$ cat config.mk
export PLATFORM = sky130hd
export DESIGN_NAME = sync_fifo_flat
export DESIGN_NICKNAME = d
export VERILOG_FILES = /design/src/rtl/sync_fifo_if.sv /design/src/rtl/sync_fifo.sv /design/src/flat_wrapper.sv
export SDC_FILE = /design/constraint.sdc
export NUM_CORES = 1
export LEC_CHECK = 0
export ABC_CLOCK_PERIOD_IN_PS = 3500
export CORE_ASPECT_RATIO = 0.75
export CORE_MARGIN = 10
export CORE_UTILIZATION = 55
export CTS_CLUSTER_SIZE = 40
export DETAILED_ROUTE_END_ITERATION = 7
export PLACE_DENSITY_LB_ADDON = 0.25
export SKIP_CTS_REPAIR_TIMING = 1
export SLEW_MARGIN = 30
export SYNTH_ARGS = -nofsm -noshare
export SYNTH_HDL_FRONTEND = slang
export SYNTH_SLANG_ARGS = --single-unit
export TNS_END_PERCENT = 10
$ cat constraint.sdc
create_clock -name clk -period 3.5 [get_ports clk]
set_clock_uncertainty 0.1 [all_clocks]
set_input_delay 0.875 -clock clk [delete_from_list [all_inputs] [get_ports clk]]
set_output_delay 0.875 -clock clk [all_outputs]
set_load 0.1 [all_outputs]
$ cat src/rtl/sync_fifo_if.sv
// Producer/consumer handshake bundle for sync_fifo. The master side drives requests
// and write data; the slave side is the FIFO.
interface sync_fifo_if #(
  parameter int DATA_WIDTH = 8,
  parameter int DEPTH      = 8
);
  localparam int ADDR_WIDTH = $clog2(DEPTH);

  logic                  wr;
  logic                  rd;
  logic [DATA_WIDTH-1:0] data_in;
  logic [DATA_WIDTH-1:0] data_out;
  logic                  full;
  logic                  empty;
  logic [ADDR_WIDTH:0]   count;

  modport master (output wr, rd, data_in, input data_out, full, empty, count);
  modport slave  (input wr, rd, data_in, output data_out, full, empty, count);
endinterface

$ cat src/rtl/sync_fifo.sv
// Single-clock FIFO: register-array storage, binary pointers with an extra wrap bit,
// registered read data. DEPTH must be a power of two and at least 2, and must match
// the connected interface instance.
module sync_fifo #(
  parameter int DATA_WIDTH = 8,
  parameter int DEPTH      = 8
) (
  input  logic         clk,
  input  logic         rst_n,
  sync_fifo_if.slave   bus
);
  localparam int ADDR_WIDTH = $clog2(DEPTH);

  logic [DATA_WIDTH-1:0] mem [DEPTH];
  logic [ADDR_WIDTH:0]   wr_ptr, rd_ptr;
  logic [DATA_WIDTH-1:0] dout_q;
  logic                  full, empty, wr_acc, rd_acc;

  // Flags decode registered pointers only, so accepts use pre-edge status.
  assign empty  = (wr_ptr == rd_ptr);
  assign full   = (wr_ptr[ADDR_WIDTH-1:0] == rd_ptr[ADDR_WIDTH-1:0]) &&
                  (wr_ptr[ADDR_WIDTH] != rd_ptr[ADDR_WIDTH]);
  assign wr_acc = bus.wr && !full;
  assign rd_acc = bus.rd && !empty;

  assign bus.full     = full;
  assign bus.empty    = empty;
  assign bus.count    = wr_ptr - rd_ptr;
  assign bus.data_out = dout_q;

  // Storage is intentionally not reset; reads from it are gated by empty.
  always_ff @(posedge clk) begin
    if (wr_acc) mem[wr_ptr[ADDR_WIDTH-1:0]] <= bus.data_in;
  end

  always_ff @(posedge clk or negedge rst_n) begin
    if (!rst_n) begin
      wr_ptr <= '0;
      rd_ptr <= '0;
      dout_q <= '0;
    end else begin
      if (wr_acc) wr_ptr <= wr_ptr + 1'b1;
      if (rd_acc) begin
        dout_q <= mem[rd_ptr[ADDR_WIDTH-1:0]];
        rd_ptr <= rd_ptr + 1'b1;
      end
    end
  end
endmodule

$ cat src/flat_wrapper.sv
// flat-port wrapper written by rule: the top's interface ports become plain ports
module sync_fifo_flat 
#(
  parameter int DATA_WIDTH = 8,
  parameter int DEPTH      = 8
)
  (clk, rst_n, bus_wr, bus_rd, bus_data_in, bus_data_out, bus_full, bus_empty, bus_count);
  sync_fifo_if #(.DATA_WIDTH(DATA_WIDTH), .DEPTH(DEPTH)) bus_i ();
  input  logic clk;
  input  logic rst_n;
  input wire logic [$bits(bus_i.wr)-1:0] bus_wr;
  input wire logic [$bits(bus_i.rd)-1:0] bus_rd;
  input wire logic [$bits(bus_i.data_in)-1:0] bus_data_in;
  output wire logic [$bits(bus_i.data_out)-1:0] bus_data_out;
  output wire logic [$bits(bus_i.full)-1:0] bus_full;
  output wire logic [$bits(bus_i.empty)-1:0] bus_empty;
  output wire logic [$bits(bus_i.count)-1:0] bus_count;
  assign bus_i.wr = bus_wr;
  assign bus_i.rd = bus_rd;
  assign bus_i.data_in = bus_data_in;
  assign bus_data_out = bus_i.data_out;
  assign bus_full = bus_i.full;
  assign bus_empty = bus_i.empty;
  assign bus_count = bus_i.count;
  sync_fifo #(.DATA_WIDTH(DATA_WIDTH), .DEPTH(DEPTH)) u_core (.clk(clk), .rst_n(rst_n), .bus(bus_i));
endmodule
After elaboration in Yosys (flattened, before gate mapping)
Memory sizes are Yosys's and may differ from the RTL's. A register that Yosys moved wholly into a read port is not among the register bits.
Index checks and enable logic that the tools add are counted.

word-level totals
  register bits after elaboration = 8
  bits in writable memories = 64
  input port bits = 12
  output and inout bits = 14
  memories = 1

operators by class
  add/subtract/negate cells = 3
  equal/unequal tests = 3
  mux-type cells = 2
  reductions and logical operators = 6

memories
  memory      depth  width  read ports  clocked after Yosys merged registers in  write ports  line             RTL
  u_core.mem  8      8      1           1                                        1            sync_fifo.sv:14  logic [DATA_WIDTH-1:0] mem [DEPTH];

operator list
  operator             number
  $add 4x1->4 const B  2
  $eq 4x4->1           1
  $sub 4x4->4          1
  $eq 3x3->1           1
  $logic_and 1x1->1    3
  $logic_not 1->1      3
  $mux 1               2
  $ne 1x1->1           1

Logic depth before layout (Yosys ltp)
  depth in word-level cells = 6
  gate-level depth with buffers = 7
  gate-level depth less buffers = 6

Worst setup path before layout
OpenSTA, ideal clock, no wires.

  kind = register -> output
  start = register u_core.wr_ptr[0]
  end = output bus_count[2]
  arrival time = 2655 ps
  required time = 2525 ps
  path slack = -130 ps
  stages on the path, launching flop included = 5
  buffers on the path = 0
  path through = dfrtp_1 > inv_1 > ha_1 > fa_1 > xnor2_1

between the ends
  longest elaborated chain between the ends = 1

ends and longest elaborated chain
  item                    line                RTL
  from (decl)             sync_fifo.sv:15     logic [ADDR_WIDTH:0] wr_ptr, rd_ptr;
  from (signal assigned)  sync_fifo.sv:42     if (wr_acc) wr_ptr <= wr_ptr + 1'b1;
  $sub 4x4->4             sync_fifo.sv:28     assign bus.count = wr_ptr - rd_ptr;
  to (decl)               flat_wrapper.sv:17  output wire logic [$bits(bus_i.count)-1:0] bus_count;

Every way passes these cells.

Worst setup path after layout
  start = register u_core.rd_ptr[1]
  end = output bus_count[3]

between the ends
  longest elaborated chain between the ends = 1

ends and longest elaborated chain
  item                    line             RTL
  from (decl)             sync_fifo.sv:15
  from (signal assigned)  sync_fifo.sv:45  rd_ptr <= rd_ptr + 1'b1;
  $sub 4x4->4             sync_fifo.sv:28

Every way passes these cells.

==> metrics.txt <==
status=complete, no violations; Max-slew headroom=between 40% and 50%; R2R Path Start=u_core.rd_ptr[1]; Final GP Congestion=0.7659; Routed WL=a little over 6 mm; setup ws final=0.4153 ns; Gate Count Post-Synth=208; first-pass GRT wire length=9.673 mm; die width=109.2 um; yosys warns=0; Hold Crit Class=reg -> reg; met2 Resource Use GR=between 10% and 20%; period utilization=a little under 90%; FF+latch count, synth=80; Critical Path End Type=output pin; Vias/cell=5.485; DR WL/cell=18.85 um; First DRT Iteration DRCs=just under 100; CTS tree=yes; # clock sinks=80; initial core utilization=56.63%; met3 GRT Util=4.364%; Final Hold Fails=0; GRT met1 Usage=about a fifth; Tmin final=3.085 ns; CP required=~2.5 ns; Synth Cell Area=about 3300 sq um; cts bufs inserted=9; gr busiest metal=met1; R2R depth=7; Routed Antenna Nets=0; number of diodes=0; htree depth=3; Syn Area/Cell=around 16 sq um; Tot GR Track Use=around 14%; clock latency on the worst-skew pair=around 0.34 ns; # IOs=26; pre-CTS setup slack=between 0.7 and 0.8 ns; num rows=24; Clk Tree Root Cell=clkbuf_8; largest net degree at the start of global routing=36; setup TNS=0 ns; Critical Path Source Type=register; core box area=~5800 sq um; CTS max path bufs=2; syn_nets=about 230; first-pass detailed-route iteration total=4; DP HPWL=approximately 4.2 mm; share of cells above drive strength 1=~23%; CP Class=reg -> out; via count=1799; Reg clk slew, reported paths=0.08 ns; Critical Path AT=about 2.1 ns; Net count, final=between 200 and 300; Worst-Margin Slew=0.8285 ns; die area=9489 sq um; CP Capture Point=bus_count[3]; Port Buf Inserts=25; FF-to-FF setup slack=1.29 ns; vias in the first global route=1776; unrepaired setup endpoints after global routing=no; Max Cap Viol=0; DR DRC count=0; antenna violations before repair=0; Setup Viol. Count Final=0; Slew Limit Fails=0; fmax=approximately 0.32 GHz; Synth cell types=30; total gr overflow=0; FF-to-FF End=u_core.mem[0][7]; area delta synth->final=18.26%; sequential fraction of the synthesis area=approximately 70%; crit path max fanout=8; Die Span Y=between 80 and 90 um; worst setup path start=u_core.rd_ptr[1]
-- sequential cells by signal (all words and copies together), names as in the netlist --
signal	count
u_core.mem	64
u_core.bus.data_out	8
u_core.rd_ptr	4
u_core.wr_ptr	4
-- layout make-up --
class,count,area [sq um]
clock buffers,11,151.4
clock inverters,5,30.03
fillers,402,1914
inverters,10,37.54
multi-input cells,110,884.6
flip-flops and latches,80,2322
well taps,78,97.59
repair buffers,34,357.8
-- Yosys cell counts (all sizes together) --
master / number / area [sq um]
a21o: 1 / 7.510
a21oi: 1 / 5.000
a22oi: 8 / 60.06
a41oi: 1 / 16.27
buf: 7 / 41.28
clkbuf: 1 / 3.750
dfrtp: 16 / 400.4
edfxtp: 64 / 1922
fa: 1 / 20.02
ha: 5 / 62.56
inv: 10 / 37.54
mux2: 17 / 195.2
mux2i: 16 / 160.2
nand2: 16 / 60.06
nand2b: 1 / 6.260
nand3: 2 / 10.01
nand4: 1 / 6.260
nor2: 6 / 22.52
nor2b: 2 / 12.51
nor3: 4 / 20.02
nor4: 1 / 6.260
o21ai: 10 / 50.04
o221ai: 8 / 70.07
xnor2: 6 / 52.55
xor2: 3 / 33.79
-- worst min-delay path by stage --
stage	start	end	slack, ns	depth (start not counted)
2_1_floorplan	u_core.wr_ptr[3]	u_core.wr_ptr[3]	0.40	1
3_3_place_gp	u_core.bus.data_out[4]	u_core.bus.data_out[4]	0.36	2
3_5_place_dp	u_core.bus.data_out[4]	u_core.bus.data_out[4]	0.37	2
4_1_cts	u_core.bus.data_out[4]	u_core.bus.data_out[4]	0.39	2
5_1_grt	u_core.bus.data_out[4]	u_core.bus.data_out[4]	0.41	2
6_report	u_core.bus.data_out[4]	u_core.bus.data_out[4]	0.39	2
-- cell usage in the layout (no fill, tap or decap), types with 4 or more instances in the layout --
cell,n
a22oi_1,8
buf_12,6
buf_4,17
clkbuf_8,11
clkdlybuf4s50_1,11
dfrtp_1,16
edfxtp_1,64
ha_1,5
inv_1,10
mux2_2,16
mux2i_1,16
nand2_1,16
nor2_1,6
nor3_1,4
o21ai_0,9
o221ai_1,8
xnor2_1,5
-- through the flow --
stage | instance area [sq um] | utilization [%] | std cells | hold WS (ns)
6_report | 3881 | 66.97 | 328 | 0.3863
5_1_grt | 3881 | 66.97 | 328 | 0.4127
4_1_cts | 3881 | 66.97 | 328 | 0.3915
3_5_place_dp | 3700 | 63.84 | 312 | 0.3729
3_3_place_gp | 3700 | 63.84 | 312 | 0.3623
2_1_floorplan | 3289 | - | 208 | 0.3972
-- layer usage --
metal,part of all wire (%),vias up
li1,-,859
met1,48,889
met2,45,40
met3,5.6,11
met4,1.4,0
met5,0,-
-- kinds of logic after synthesis --
group           after synthesis  synth area share, %
flops                        80                70.76
mux                          33                10.83
simple gates                 33                4.385
compound gates               29                6.367
buf+inv                      18                2.516
xor+xnor                      9                2.631
fa+ha+maj                     6                2.516
-- critical path, stage by stage, from the launching register on --
cell,delay [ns]
dfrtp_1,0.49
inv_1,0.10
ha_1,0.35
a21o_1,0.19
a21oi_1,0.17
xor2_1,0.25
buf_12,0.21
Power is not shown: default switching activity piles up to over one toggle a cycle in this logic, so the estimate is an artifact.
